**src/rtl/tree_pkg.sv**
```systemverilog
// Shared definitions for the 7-node BST store (reader and insert/find blocks).
package tree_pkg;

    localparam int unsigned KEY_W = 4;
    localparam int unsigned IDX_W = 3;
    localparam int unsigned NODES = 7;
    localparam int unsigned CNT_W = IDX_W + 1;
    localparam int unsigned SP_W  = $clog2(NODES + 1);

    localparam logic [IDX_W-1:0] NIL = IDX_W'(NODES);

    typedef enum logic [2:0] {
        S_IDLE,
        S_DESC,
        S_LWAIT,
        S_FETCH,
        S_KWAIT,
        S_EMIT,
        S_FIN
    } state_t;

    typedef struct packed {
        logic [KEY_W-1:0] key;
        logic [IDX_W-1:0] left;
        logic [IDX_W-1:0] right;
    } node_t;

    // Any slot index at or beyond NODES means "no child".
    function automatic logic is_nil(input logic [IDX_W-1:0] idx);
        return 32'(idx) >= NODES;
    endfunction

endpackage

```
**src/rtl/tree_inorder_reader_if.sv**
```systemverilog
// Node RAM read port plus the sorted-key output stream of the in-order reader.
interface tree_inorder_reader_if;
    import tree_pkg::*;

    logic             mem_rd_en;
    logic [IDX_W-1:0] mem_addr;
    logic [KEY_W-1:0] mem_key;
    logic [IDX_W-1:0] mem_left;
    logic [IDX_W-1:0] mem_right;
    logic             out_valid;
    logic             out_ready;
    logic [KEY_W-1:0] out_key;
    logic             out_last;

    modport master (
        output mem_rd_en, mem_addr, out_valid, out_key, out_last,
        input  mem_key, mem_left, mem_right, out_ready
    );

    modport slave (
        input  mem_rd_en, mem_addr, out_valid, out_key, out_last,
        output mem_key, mem_left, mem_right, out_ready
    );

endinterface

```
**src/rtl/tree_idx_stack.sv**
```systemverilog
// LIFO of node indices used in place of recursion by the in-order walk.
module tree_idx_stack
    import tree_pkg::*;
(
    input  logic             clk,
    input  logic             rst,
    input  logic             clr,
    input  logic             push,
    input  logic             pop,
    input  logic [IDX_W-1:0] din,
    output logic             full,
    output logic             empty,
    output logic [IDX_W-1:0] top_c
);

    logic [IDX_W-1:0] mem [NODES];
    logic [SP_W-1:0]  sp;
    logic [SP_W-1:0]  sp_n;
    logic             do_push;

    assign do_push = push && !full && !clr;

    always_comb begin
        sp_n = sp;
        if (clr)
            sp_n = '0;
        else if (do_push)
            sp_n = sp + SP_W'(1);
        else if (pop && !empty)
            sp_n = sp - SP_W'(1);
    end

    always_ff @(posedge clk or posedge rst) begin
        if (rst) begin
            sp    <= '0;
            full  <= 1'b0;
            empty <= 1'b1;
        end else begin
            sp    <= sp_n;
            full  <= (sp_n == SP_W'(NODES));
            empty <= (sp_n == '0);
        end
    end

    always_ff @(posedge clk) begin
        if (do_push)
            mem[sp] <= din;
    end

    // Reading an empty stack returns slot 0; the walker never pops when empty.
    assign top_c = empty ? mem[0] : mem[sp - SP_W'(1)];

endmodule

```
**src/rtl/tree_inorder_reader.sv**
```systemverilog
// In-order walk of the BST node RAM, streaming keys sorted over valid/ready.
// Optional TREE_RD_DESC_EN adds a desc input that mirrors the walk for descending order.
module tree_inorder_reader
    import tree_pkg::*;
(
    input  logic                  clk,
    input  logic                  rst,
    input  logic                  start,
    input  logic [IDX_W-1:0]      root_idx,
    input  logic [IDX_W-1:0]      node_count,
`ifdef TREE_RD_DESC_EN
    input  logic                  desc,
`endif
    tree_inorder_reader_if.master bus,
    output logic                  busy,
    output logic                  done,
    output logic                  err
);

    state_t           state, state_n;
    logic [IDX_W-1:0] cur, cur_n, rnext, rnext_n, addr, addr_n;
    logic [CNT_W-1:0] emitted, emitted_n, emitted_inc, count_ext;
    logic [KEY_W-1:0] out_key, out_key_n;
    logic             out_valid, out_valid_n, out_last, out_last_n;
    logic             rd_en, rd_en_n, err_n, done_n, busy_n;
    logic             push, pop, clr, stk_full, stk_empty;
    logic [IDX_W-1:0] stk_top_c, child_l, child_r;
    node_t            rd_node;

    assign rd_node     = '{key: bus.mem_key, left: bus.mem_left, right: bus.mem_right};
    assign emitted_inc = emitted + CNT_W'(1);
    assign count_ext   = CNT_W'(node_count);

`ifdef TREE_RD_DESC_EN
    logic desc_q, desc_n;
    assign child_l = desc_q ? rd_node.right : rd_node.left;
    assign child_r = desc_q ? rd_node.left  : rd_node.right;
`else
    assign child_l = rd_node.left;
    assign child_r = rd_node.right;
`endif

    tree_idx_stack u_stack (
        .clk   (clk),
        .rst   (rst),
        .clr   (clr),
        .push  (push),
        .pop   (pop),
        .din   (cur),
        .full  (stk_full),
        .empty (stk_empty),
        .top_c (stk_top_c)
    );

    always_comb begin
        state_n     = state;
        cur_n       = cur;
        rnext_n     = rnext;
        emitted_n   = emitted;
        out_key_n   = out_key;
        out_valid_n = out_valid;
        out_last_n  = out_last;
        err_n       = err;
        push        = 1'b0;
        pop         = 1'b0;
        clr         = 1'b0;
`ifdef TREE_RD_DESC_EN
        desc_n      = desc_q;
`endif
        case (state)
            S_IDLE: begin
                if (start) begin
                    cur_n     = root_idx;
                    clr       = 1'b1;
                    emitted_n = '0;
                    err_n     = 1'b0;
`ifdef TREE_RD_DESC_EN
                    desc_n    = desc;
`endif
                    state_n   = (node_count == '0 || is_nil(root_idx)) ? S_FIN : S_DESC;
                end
            end
            S_DESC: begin
                if (!is_nil(cur))
                    state_n = S_LWAIT;
                else if (stk_empty)
                    state_n = S_FIN;
                else begin
                    pop     = 1'b1;
                    cur_n   = stk_top_c;
                    state_n = S_FETCH;
                end
            end
            S_LWAIT: begin
                if (stk_full) begin
                    err_n   = 1'b1;
                    state_n = S_FIN;
                end else begin
                    push    = 1'b1;
                    cur_n   = child_l;
                    state_n = S_DESC;
                end
            end
            S_FETCH: state_n = S_KWAIT;
            S_KWAIT: begin
                out_key_n   = rd_node.key;
                rnext_n     = child_r;
                out_valid_n = 1'b1;
                out_last_n  = (emitted_inc == count_ext);
                state_n     = S_EMIT;
            end
            S_EMIT: begin
                if (bus.out_ready) begin
                    out_valid_n = 1'b0;
                    out_last_n  = 1'b0;
                    emitted_n   = emitted_inc;
                    cur_n       = rnext;
                    // Cycle guard: more keys than nodes means the links loop.
                    if (emitted_inc > count_ext) begin
                        err_n   = 1'b1;
                        state_n = S_FIN;
                    end else
                        state_n = S_DESC;
                end
            end
            S_FIN:   state_n = S_IDLE;
            default: state_n = S_IDLE;
        endcase

        // RAM strobe and status are registered one cycle ahead of the state they belong to.
        rd_en_n = (state_n == S_DESC && !is_nil(cur_n)) || (state_n == S_FETCH);
        addr_n  = cur_n;
        busy_n  = (state_n != S_IDLE);
        done_n  = (state == S_FIN);
    end

    always_ff @(posedge clk or posedge rst) begin
        if (rst) begin
            state     <= S_IDLE;
            cur       <= NIL;
            rnext     <= NIL;
            emitted   <= '0;
            out_key   <= '0;
            out_valid <= 1'b0;
            out_last  <= 1'b0;
            err       <= 1'b0;
            done      <= 1'b0;
            busy      <= 1'b0;
            rd_en     <= 1'b0;
            addr      <= '0;
`ifdef TREE_RD_DESC_EN
            desc_q    <= 1'b0;
`endif
        end else begin
            state     <= state_n;
            cur       <= cur_n;
            rnext     <= rnext_n;
            emitted   <= emitted_n;
            out_key   <= out_key_n;
            out_valid <= out_valid_n;
            out_last  <= out_last_n;
            err       <= err_n;
            done      <= done_n;
            busy      <= busy_n;
            rd_en     <= rd_en_n;
            addr      <= rd_en_n ? addr_n : '0;
`ifdef TREE_RD_DESC_EN
            desc_q    <= desc_n;
`endif
        end
    end

    assign bus.mem_rd_en = rd_en;
    assign bus.mem_addr  = addr;
    assign bus.out_valid = out_valid;
    assign bus.out_key   = out_key;
    assign bus.out_last  = out_last;

endmodule

```
**src/flat_wrapper.sv**
```systemverilog
// flat-port wrapper written by rule: the top's interface ports become plain ports
module tree_inorder_reader_flat import tree_pkg::*;
  (clk, rst, start, root_idx, node_count, busy, done, err, bus_mem_rd_en, bus_mem_addr, bus_out_valid, bus_out_key, bus_out_last, bus_mem_key, bus_mem_left, bus_mem_right, bus_out_ready);
  tree_inorder_reader_if bus_i ();
  input  logic clk;
  input  logic rst;
  input  logic start;
  input  logic [IDX_W-1:0] root_idx;
  input  logic [IDX_W-1:0] node_count;
  output logic busy;
  output logic done;
  output logic err;
  output wire logic [$bits(bus_i.mem_rd_en)-1:0] bus_mem_rd_en;
  output wire logic [$bits(bus_i.mem_addr)-1:0] bus_mem_addr;
  output wire logic [$bits(bus_i.out_valid)-1:0] bus_out_valid;
  output wire logic [$bits(bus_i.out_key)-1:0] bus_out_key;
  output wire logic [$bits(bus_i.out_last)-1:0] bus_out_last;
  input wire logic [$bits(bus_i.mem_key)-1:0] bus_mem_key;
  input wire logic [$bits(bus_i.mem_left)-1:0] bus_mem_left;
  input wire logic [$bits(bus_i.mem_right)-1:0] bus_mem_right;
  input wire logic [$bits(bus_i.out_ready)-1:0] bus_out_ready;
  assign bus_mem_rd_en = bus_i.mem_rd_en;
  assign bus_mem_addr = bus_i.mem_addr;
  assign bus_out_valid = bus_i.out_valid;
  assign bus_out_key = bus_i.out_key;
  assign bus_out_last = bus_i.out_last;
  assign bus_i.mem_key = bus_mem_key;
  assign bus_i.mem_left = bus_mem_left;
  assign bus_i.mem_right = bus_mem_right;
  assign bus_i.out_ready = bus_out_ready;
  tree_inorder_reader u_core (.clk(clk), .rst(rst), .start(start), .root_idx(root_idx), .node_count(node_count), .bus(bus_i), .busy(busy), .done(done), .err(err));
endmodule
```
**config.mk**
```make
export PLATFORM = sky130hd
export DESIGN_NAME = tree_inorder_reader_flat
export DESIGN_NICKNAME = d
export VERILOG_FILES = /design/src/rtl/tree_pkg.sv /design/src/rtl/tree_inorder_reader_if.sv /design/src/rtl/tree_idx_stack.sv /design/src/rtl/tree_inorder_reader.sv /design/src/flat_wrapper.sv
export SDC_FILE = /design/constraint.sdc
export NUM_CORES = 1
export LEC_CHECK = 0
export ABC_CLOCK_PERIOD_IN_PS = 3200
export BUFFER_PORTS_ARGS = -buffer_cell sky130_fd_sc_hd__buf_2
export CAP_MARGIN = 20
export CORE_UTILIZATION = 44
export CTS_CLUSTER_SIZE = 20
export DETAILED_ROUTE_END_ITERATION = 16
export GPL_ROUTABILITY_DRIVEN = 0
export HOLD_SLACK_MARGIN = 0.1
export PLACE_DENSITY = 0.74
export RECOVER_POWER = 50
export SYNTH_ARGS = -nofsm -noshare
export SYNTH_HDL_FRONTEND = slang
export SYNTH_SLANG_ARGS = --single-unit
```
**constraint.sdc**
```tcl
create_clock -name clk -period 3.2 [get_ports clk]
set_input_delay 0.32 -clock clk [delete_from_list [all_inputs] [get_ports clk]]
set_output_delay 0.32 -clock clk [all_outputs]
set_load 0.05 [all_outputs]
```
==> impl_metrics.py, run 1 <==
metrics = {
    "detailed_routing": {
        "via_count": 1815,
        "avgRoutedWirePerCell_um": 16.4,
        "drt_first_pass_iters": 6,
        "drc": 0,
        "detail-route-antenna-nets": 0,
        "vias_per_cell": 5.78,
        "first_iter_violations": 158,
        "wl_um": 5150,
    },
    "clock_network": {
        "cts-root-buf": "clkbuf_8",
        "clock_path_buffers": 2,
        "tritoncts": "built",
        "cts_hold_repair.buffers": 0,
        "cts_sinks": 52,
        "cts_buffers": 5,
        "clkTransAtPathRegs_ns": 0.11,
        "postCtsSetupBuffers": 0,
        "cts-resized-gates": 0,
        "clk_latency_ns": 0.32,
        "h-tree-depth": 2,
    },
    "setup_path": {
        "critPathKind": "reg2reg",
        "rr_endpoint": "u_core.bus.mem_addr[2]",
        "crit_path_frequent_cell": "ha_1",
        "r2r_cells": 9,
        "end_kind": "flip-flop",
        "r2r-start": "u_core.emitted[0]",
        "cpMaxStageDelayCell": "o311ai_0",
        "cp-start-kind": "flip-flop",
        "cp_max_fo": 5,
        "max_stage_delay_ns": 0.54,
        "critPathRequiredTime_ns": 3.38,
        "r2r_slack_ns": 0.60,
        "cp_cell_sequence": "ha_1 -> xor2_1 -> ha_1 -> nand3b_1 -> a32oi_1 -> nor3_1 -> o311ai_0 -> buf_4 -> a311oi_1",
        "arrival_ns": 2.78,
    },
    "layout": {
        "fin_util": 0.515,
        "multi_input_area_um2": 983,
        "syn_to_final_growth_pct": 12.8,
        "regArea_mm2": 0.00142,
        "fillers": 496,
        "nets": 267,
        "num_antenna_cells": 0,
        "drive_gt1_frac": 0.244,
    },
    "logic_synthesis": {
        "synth.top_cells.by_area": "edfxtp_1 (25%), dfrtp_1 (24%), dfstp_2 (7.3%)",
        "ys_types": 56,
        "yosysSeqAreaShare": 0.562,
        "synth-main-ff-cell": "dfrtp_1",
        "synthArstFlopShare": 0.596,
        "ys_warn_count": 0,
        "synth_nets": 230,
        "synth_seq_cells": 52,
        "syn_inst": 204,
        "synth_top_area_cell": "edfxtp_1",
        "avgSynthCellArea_um2": 12.3,
        "synth_top_area_share": 0.251,
        "synth_edf_count": 21,
        "syn_area_mm2": 0.00252,
    },
    "die": {
        "num_io_pins": 33,
        "die_area_mm2": 0.00602,
        "die_h_um": 77.6,
        "start_util": 0.457,
        "core_area_mm2": 0.00551,
        "die_w_um": 77.6,
        "rows": 27,
    },
    "timing": {
        "timing.final.crit_share": 0.812,
        "rsz0062_at_grt": "no",
        "worstMarginPinSlew_ns": 1.28,
        "slew_violations": 0,
        "hold_viol": 0,
        "tns_ns": 0,
        "timing.final.crit_period_ns": 2.60,
        "fin_worst_skew_ns": 0.0123,
        "setup_viol": 0,
        "max_slew_margin": 0.150,
        "fmax_mhz": 385,
    },
    "global_route": {
        "grt_pass1_wl_um": 8700,
        "antenna_found_initial": 0,
        "grt_overflow": 0,
        "grt_pass1_vias": 1808,
        "grt_max_degree": 30,
        "track_usage": 0.187,
    },
    "placed_design": {
        "post-dp-hpwl_um": 3770,
        "port_buffers": 32,
    },
    "run": {
        "max_cap_viol_count": 0,
    },
    "run_status": {
        "status": "finished, final reports clean",
    },
    "worst_hold_path": {
        "hp-class": "in2reg",
        "hold_path_end": "u_core.rnext[0]",
        "hp-start": "bus_mem_right[0]",
        "whs_path_depth": 2,
    },
    "pwr": {
        "leakagePower_nw": 1.18,
        "peakVddDrop_v": 0.000413,
        "power_density_mw_per_mm2": 960,
    },
}
## flip-flops by register name (all words and copies together) (netlist names), 3 cells and up
| register | flops |
|---|---|
| u_core.rnext | 3 |
| u_core.cur | 3 |
| u_core.u_stack.mem | 21 |
| u_core.emitted | 4 |
| u_core.u_stack.sp | 3 |
| u_core.state | 3 |
| u_core.bus.out_key | 4 |
| u_core.bus.mem_addr | 3 |
## per-stage QoR
stage | cell area, um2 | hold slack [ns] | setup slack [ns] | total power, mW | instances
floorplan | 2520 | 0.418 | 0.834 | 2.04 | 204
global placement | 2740 | 0.459 | 0.703 | 2.30 | 304
detailed placement | 2740 | 0.473 | 0.644 | 2.34 | 304
CTS | 2830 | 0.233 | 0.612 | 2.73 | 312
global route | 2840 | 0.231 | 0.373 | 2.91 | 314
finish | 2840 | 0.239 | 0.603 | 2.72 | 314
## worst max-delay path: cells and delay by family (launching register included)
kind / cells / cell delay (ns)
compound gates: 3 / 0.84
xor+xnor: 1 / 0.16
fa+ha+maj: 2 / 0.58
buf+inv: 1 / 0.23
flops: 1 / 0.44
simple gates: 2 / 0.20
## logic make-up (layout without fill, tap and decap cells)
family / count (synthesis) / after routing / share of synthesized area
AOI/OAI and AO/OA: 45 / 45 / 0.135
muxes: 14 / 14 / 0.0746
adders and majority gates: 6 / 6 / 0.0298
and+or+nand+nor: 59 / 59 / 0.137
buffers and inverters: 24 / 62 / 0.0467
xor gates and xnor gates: 4 / 4 / 0.0139
DFF: 52 / 52 / 0.562
## metal layers
metal | vias to the layer above | GRT usage | share of wire
met2 | 54 | 0.303 | 0.48
met3 | 8 | 0.0435 | 0.055
met4 | 0 | 0.0717 | 0.017
met1 | 895 | 0.243 | 0.44
li1 | 858 | - | -
met5 | - | 0 | 0
## cells in the final DEF (no fill, tap or decap), types with 3 or more instances in the layout
cell / n
nand3_1: 4
inv_1: 15
mux4_2: 3
nor3_1: 7
buf_4: 3
ha_1: 6
a21oi_1: 7
a222oi_1: 3
xnor2_1: 3
edfxtp_1: 21
o31ai_1: 3
buf_2: 27
mux2i_1: 3
clkbuf_8: 5
nor2_1: 10
clkbuf_1: 7
o21ai_0: 4
dfstp_2: 4
mux2_2: 8
dfrtp_1: 24
dfstp_1: 3
a311oi_1: 3
and3_1: 4
o211a_1: 3
nand2_1: 14
## report_power, final
group | total (mW) | internal (mW) | switching, mW
Combinational | 1.20 | 0.434 | 0.766
Sequential | 1.13 | 0.928 | 0.200
Clock | 0.396 | 0.161 | 0.235
## area by class of cell
type                    count  area share
flip-flops and latches     52       0.499
inverters                  16      0.0212
well taps                  72      0.0317
clock inverters             3     0.00926
repair buffers             38      0.0683
multi-input cells         128       0.347
clock buffers               5      0.0243
## worst max-delay path by stage
stage	from	to	slack [ns]	cells after the start
after detailed placement	u_core.emitted[0]	u_core.bus.mem_addr[2]	0.64	9
final	u_core.emitted[0]	u_core.bus.mem_addr[2]	0.60	9
after floorplan	u_core.u_stack.sp[0]	u_core.bus.mem_addr[0]	0.83	9
after global placement	u_core.emitted[0]	u_core.bus.mem_rd_en	0.70	9
after global routing	u_core.emitted[0]	u_core.bus.mem_rd_en	0.37	9
after CTS	u_core.emitted[0]	u_core.bus.mem_addr[2]	0.61	9
## Yosys cell counts (all sizes together), types with 2 or more instances
| library cell | n |
|---|---|
| inv | 16 |
| dfrtp | 24 |
| o311ai | 2 |
| a41oi | 2 |
| mux4 | 3 |
| mux2 | 8 |
| nand3 | 4 |
| o22ai | 2 |
| nor3 | 8 |
| nor4b | 2 |
| o21ai | 5 |
| a21oi | 7 |
| ha | 6 |
| nand4b | 2 |
| a211oi | 2 |
| buf | 5 |
| a32oi | 2 |
| a311oi | 3 |
| or3b | 2 |
| o211a | 3 |
| nor2 | 10 |
| and3 | 4 |
| and4b | 2 |
| nand2 | 14 |
| o31ai | 3 |
| dfstp | 7 |
| nor4 | 2 |
| xnor2 | 3 |
| mux2i | 3 |
| edfxtp | 21 |
| clkbuf | 3 |
| a222oi | 3 |
| a22o | 2 |
| or3 | 2 |
| a22oi | 2 |
| nor2b | 2 |
| a31oi | 2 |
Note: power is estimated with default switching activity, not from simulation.
==> run 2: changes to the inputs <==
--- a/config.mk
+++ b/config.mk
@@ -5,7 +5,7 @@
 export SDC_FILE = /design/constraint.sdc
 export NUM_CORES = 1
 export LEC_CHECK = 0
-export ABC_CLOCK_PERIOD_IN_PS = 3200
+export ABC_CLOCK_PERIOD_IN_PS = 2500
 export BUFFER_PORTS_ARGS = -buffer_cell sky130_fd_sc_hd__buf_2
 export CAP_MARGIN = 20
 export CORE_UTILIZATION = 44
==> constraint.sdc (replaced) <==
create_clock -name clk -period 2.5 [get_ports clk]
set_input_delay 0.25 -clock clk [delete_from_list [all_inputs] [get_ports clk]]
set_output_delay 0.25 -clock clk [all_outputs]
set_load 0.05 [all_outputs]
==> impl_metrics.py, run 2 (synthesis results as in run 1) <==
metrics = {
    "pwr": {
        "p_int_mw": 2.14,
        "netSwitchingFraction": 0.421,
        "switchingPower_mw": 1.56,
        "p_seq_frac": 0.378,
        "leakagePower_nw": 1.25,
        "power_density_mw_per_mm2": 1250,
        "power_frac_clock": 0.154,
        "p_comb_frac": 0.467,
        "peakVddDrop_v": 0.000565,
    },
    "placed_design": {
        "port_buffers": 32,
        "post-place-ws_ns": 0.0417,
        "dpl_cell_area_mm2": 0.00281,
        "post-dp-hpwl_um": 3690,
    },
    "setup_path": {
        "critPathTopFamily": "simple AND/OR/NAND/NOR gates",
        "end_kind": "flip-flop",
        "path_buf_inv": 0,
        "cp.depth": 8,
        "crit_start": "u_core.emitted[1]",
        "r2r_slack_ns": 0.05,
        "max_stage_delay_ns": 0.41,
        "cp_cell_sequence": "ha_2 -> xor2_1 -> ha_1 -> nand3b_1 -> a32oi_2 -> nor3_2 -> or3_1 -> or3_1",
        "cp_max_fo": 4,
        "crit_path_frequent_cell": "or3_1",
        "critPathKind": "reg2reg",
        "rr_endpoint": "u_core.busy",
        "r2r-start": "u_core.emitted[1]",
        "arrival_ns": 2.64,
        "cp-start-kind": "flip-flop",
        "critPathRequiredTime_ns": 2.69,
        "r2r_cells": 8,
        "cpMaxStageDelayCell": "dfrtp_1",
    },
    "detailed_routing": {
        "avgRoutedWirePerCell_um": 16.1,
        "vias_per_cell": 5.66,
        "detail-route-antenna-nets": 0,
        "drc": 0,
        "first_iter_violations": 160,
        "via_count": 1841,
        "wl_um": 5230,
        "drt_first_pass_iters": 5,
    },
    "die": {
        "num_io_pins": 33,
        "core_area_mm2": 0.00551,
        "die_area_mm2": 0.00602,
        "die_h_um": 77.6,
        "die_w_um": 77.6,
        "rows": 27,
        "start_util": 0.457,
    },
    "timing": {
        "fin_worst_skew_ns": 0.00415,
        "worstMarginPinSlew_ns": 1.61,
        "timing.final.crit_share": 0.980,
        "timing.final.crit_period_ns": 2.45,
        "fmax_mhz": 408,
        "hold_viol": 0,
        "setup_viol": 0,
        "fin_ws_ns": 0.0494,
        "max_slew_margin": -0.0739,
        "slew_violations": 32,
        "whs_ns": 0.176,
    },
    "clock_network": {
        "clkTransAtPathRegs_ns": 0.09,
        "tritoncts": "built",
        "cts_sinks": 52,
        "cts_buffers": 5,
        "clk_latency_ns": 0.30,
        "clock_path_buffers": 2,
        "cts-root-buf": "clkbuf_8",
        "h-tree-depth": 2,
    },
    "layout": {
        "largest-register": "u_core.u_stack.mem",
        "reg_top3": "u_core.u_stack.mem (21), u_core.bus.out_key (4), u_core.emitted (4)",
        "largest_reg_flops": 21,
        "layout_common_cells": "buf_2 (27), dfrtp_1 (24), edfxtp_1 (21)",
        "drive_gt1_frac": 0.296,
        "fillers": 483,
        "num_antenna_cells": 0,
        "nets": 278,
        "fin_util": 0.538,
        "design_area_mm2": 0.00296,
        "mostFrequentLayoutCell": "buf_2",
        "syn_to_final_growth_pct": 17.7,
    },
    "run_status": {
        "status": "complete, but fails checks",
        "violations": "max-capacitance violations, max-slew violations",
    },
    "worst_hold_path": {
        "whs_path_depth": 2,
        "hp-start": "bus_mem_key[1]",
        "hp-class": "in2reg",
        "hold_path_end": "u_core.bus.out_key[1]",
    },
    "global_route": {
        "track_usage": 0.180,
        "grt_pass1_vias": 1776,
        "antenna_found_initial": 0,
        "grt_overflow": 0,
        "grt_pass1_wl_um": 8470,
        "grt_max_degree": 32,
    },
    "run": {
        "max_cap_viol_count": 1,
    },
}
==> run 2: metrics by stage <==
| stage | std cells | setup TNS (ns) | total power, mW |
|---|---|---|---|
| 3_5_place_dp | 314 | 0 | 3.08 |
| 2_1_floorplan | 204 | 0 | 2.61 |
| 5_1_grt | 325 | -0.0128 | 3.90 |
| 4_1_cts | 323 | 0 | 3.66 |
| 3_3_place_gp | 314 | 0 | 3.04 |
| 6_report | 325 | 0 | 3.69 |
==> run 2: final cells by class <==
type                       count  area (um2)  area share
sequential                    52        1420       0.478
multi-input combinational    128        1000       0.339
timing repair buffer          49         280      0.0947
tap                           72        90.1      0.0304
clock buffer                   5        68.8      0.0232
inverter                      16        60.1      0.0203
clock inverter                 3        42.5      0.0144
==> run 2: how the worst max path moves through the flow <==
stage	endpoint	slack, ns
after floorplan	u_core.bus.mem_addr[0]	0.13
after global placement	u_core.busy	0.11
after detailed placement	u_core.busy	0.04
after CTS	u_core.busy	0.03
after global routing	u_core.busy	-0.01
final	u_core.busy	0.05
==> run 2: per-layer routing <==
metal  part of all wire  wire length [um]  vias up  global-route usage
li1                   -                 -      877                   -
met5                  0                 0        -                   0
met2               0.49              2590       47               0.304
met4              0.010                54        0              0.0396
met1               0.45              2370      910               0.242
met3              0.042               222        7              0.0294
==> run 2: power by group through the flow <==
stage,registers [mW],clock network (mW),logic [mW]
floorplan,1.65,0,0.958
global placement,1.40,0,1.64
detailed placement,1.42,0,1.66
CTS,1.39,0.581,1.68
global route,1.42,0.615,1.86
finish,1.40,0.569,1.73
==> run 2: timing repair <==
item | CTS | global route
setup buffers | 0 | 2
hold buffers | 1 | 0
hold endpoints to repair | 24 | 0
endpoints found under the setup margin | 0 | 5
resized for setup | 0 | 5
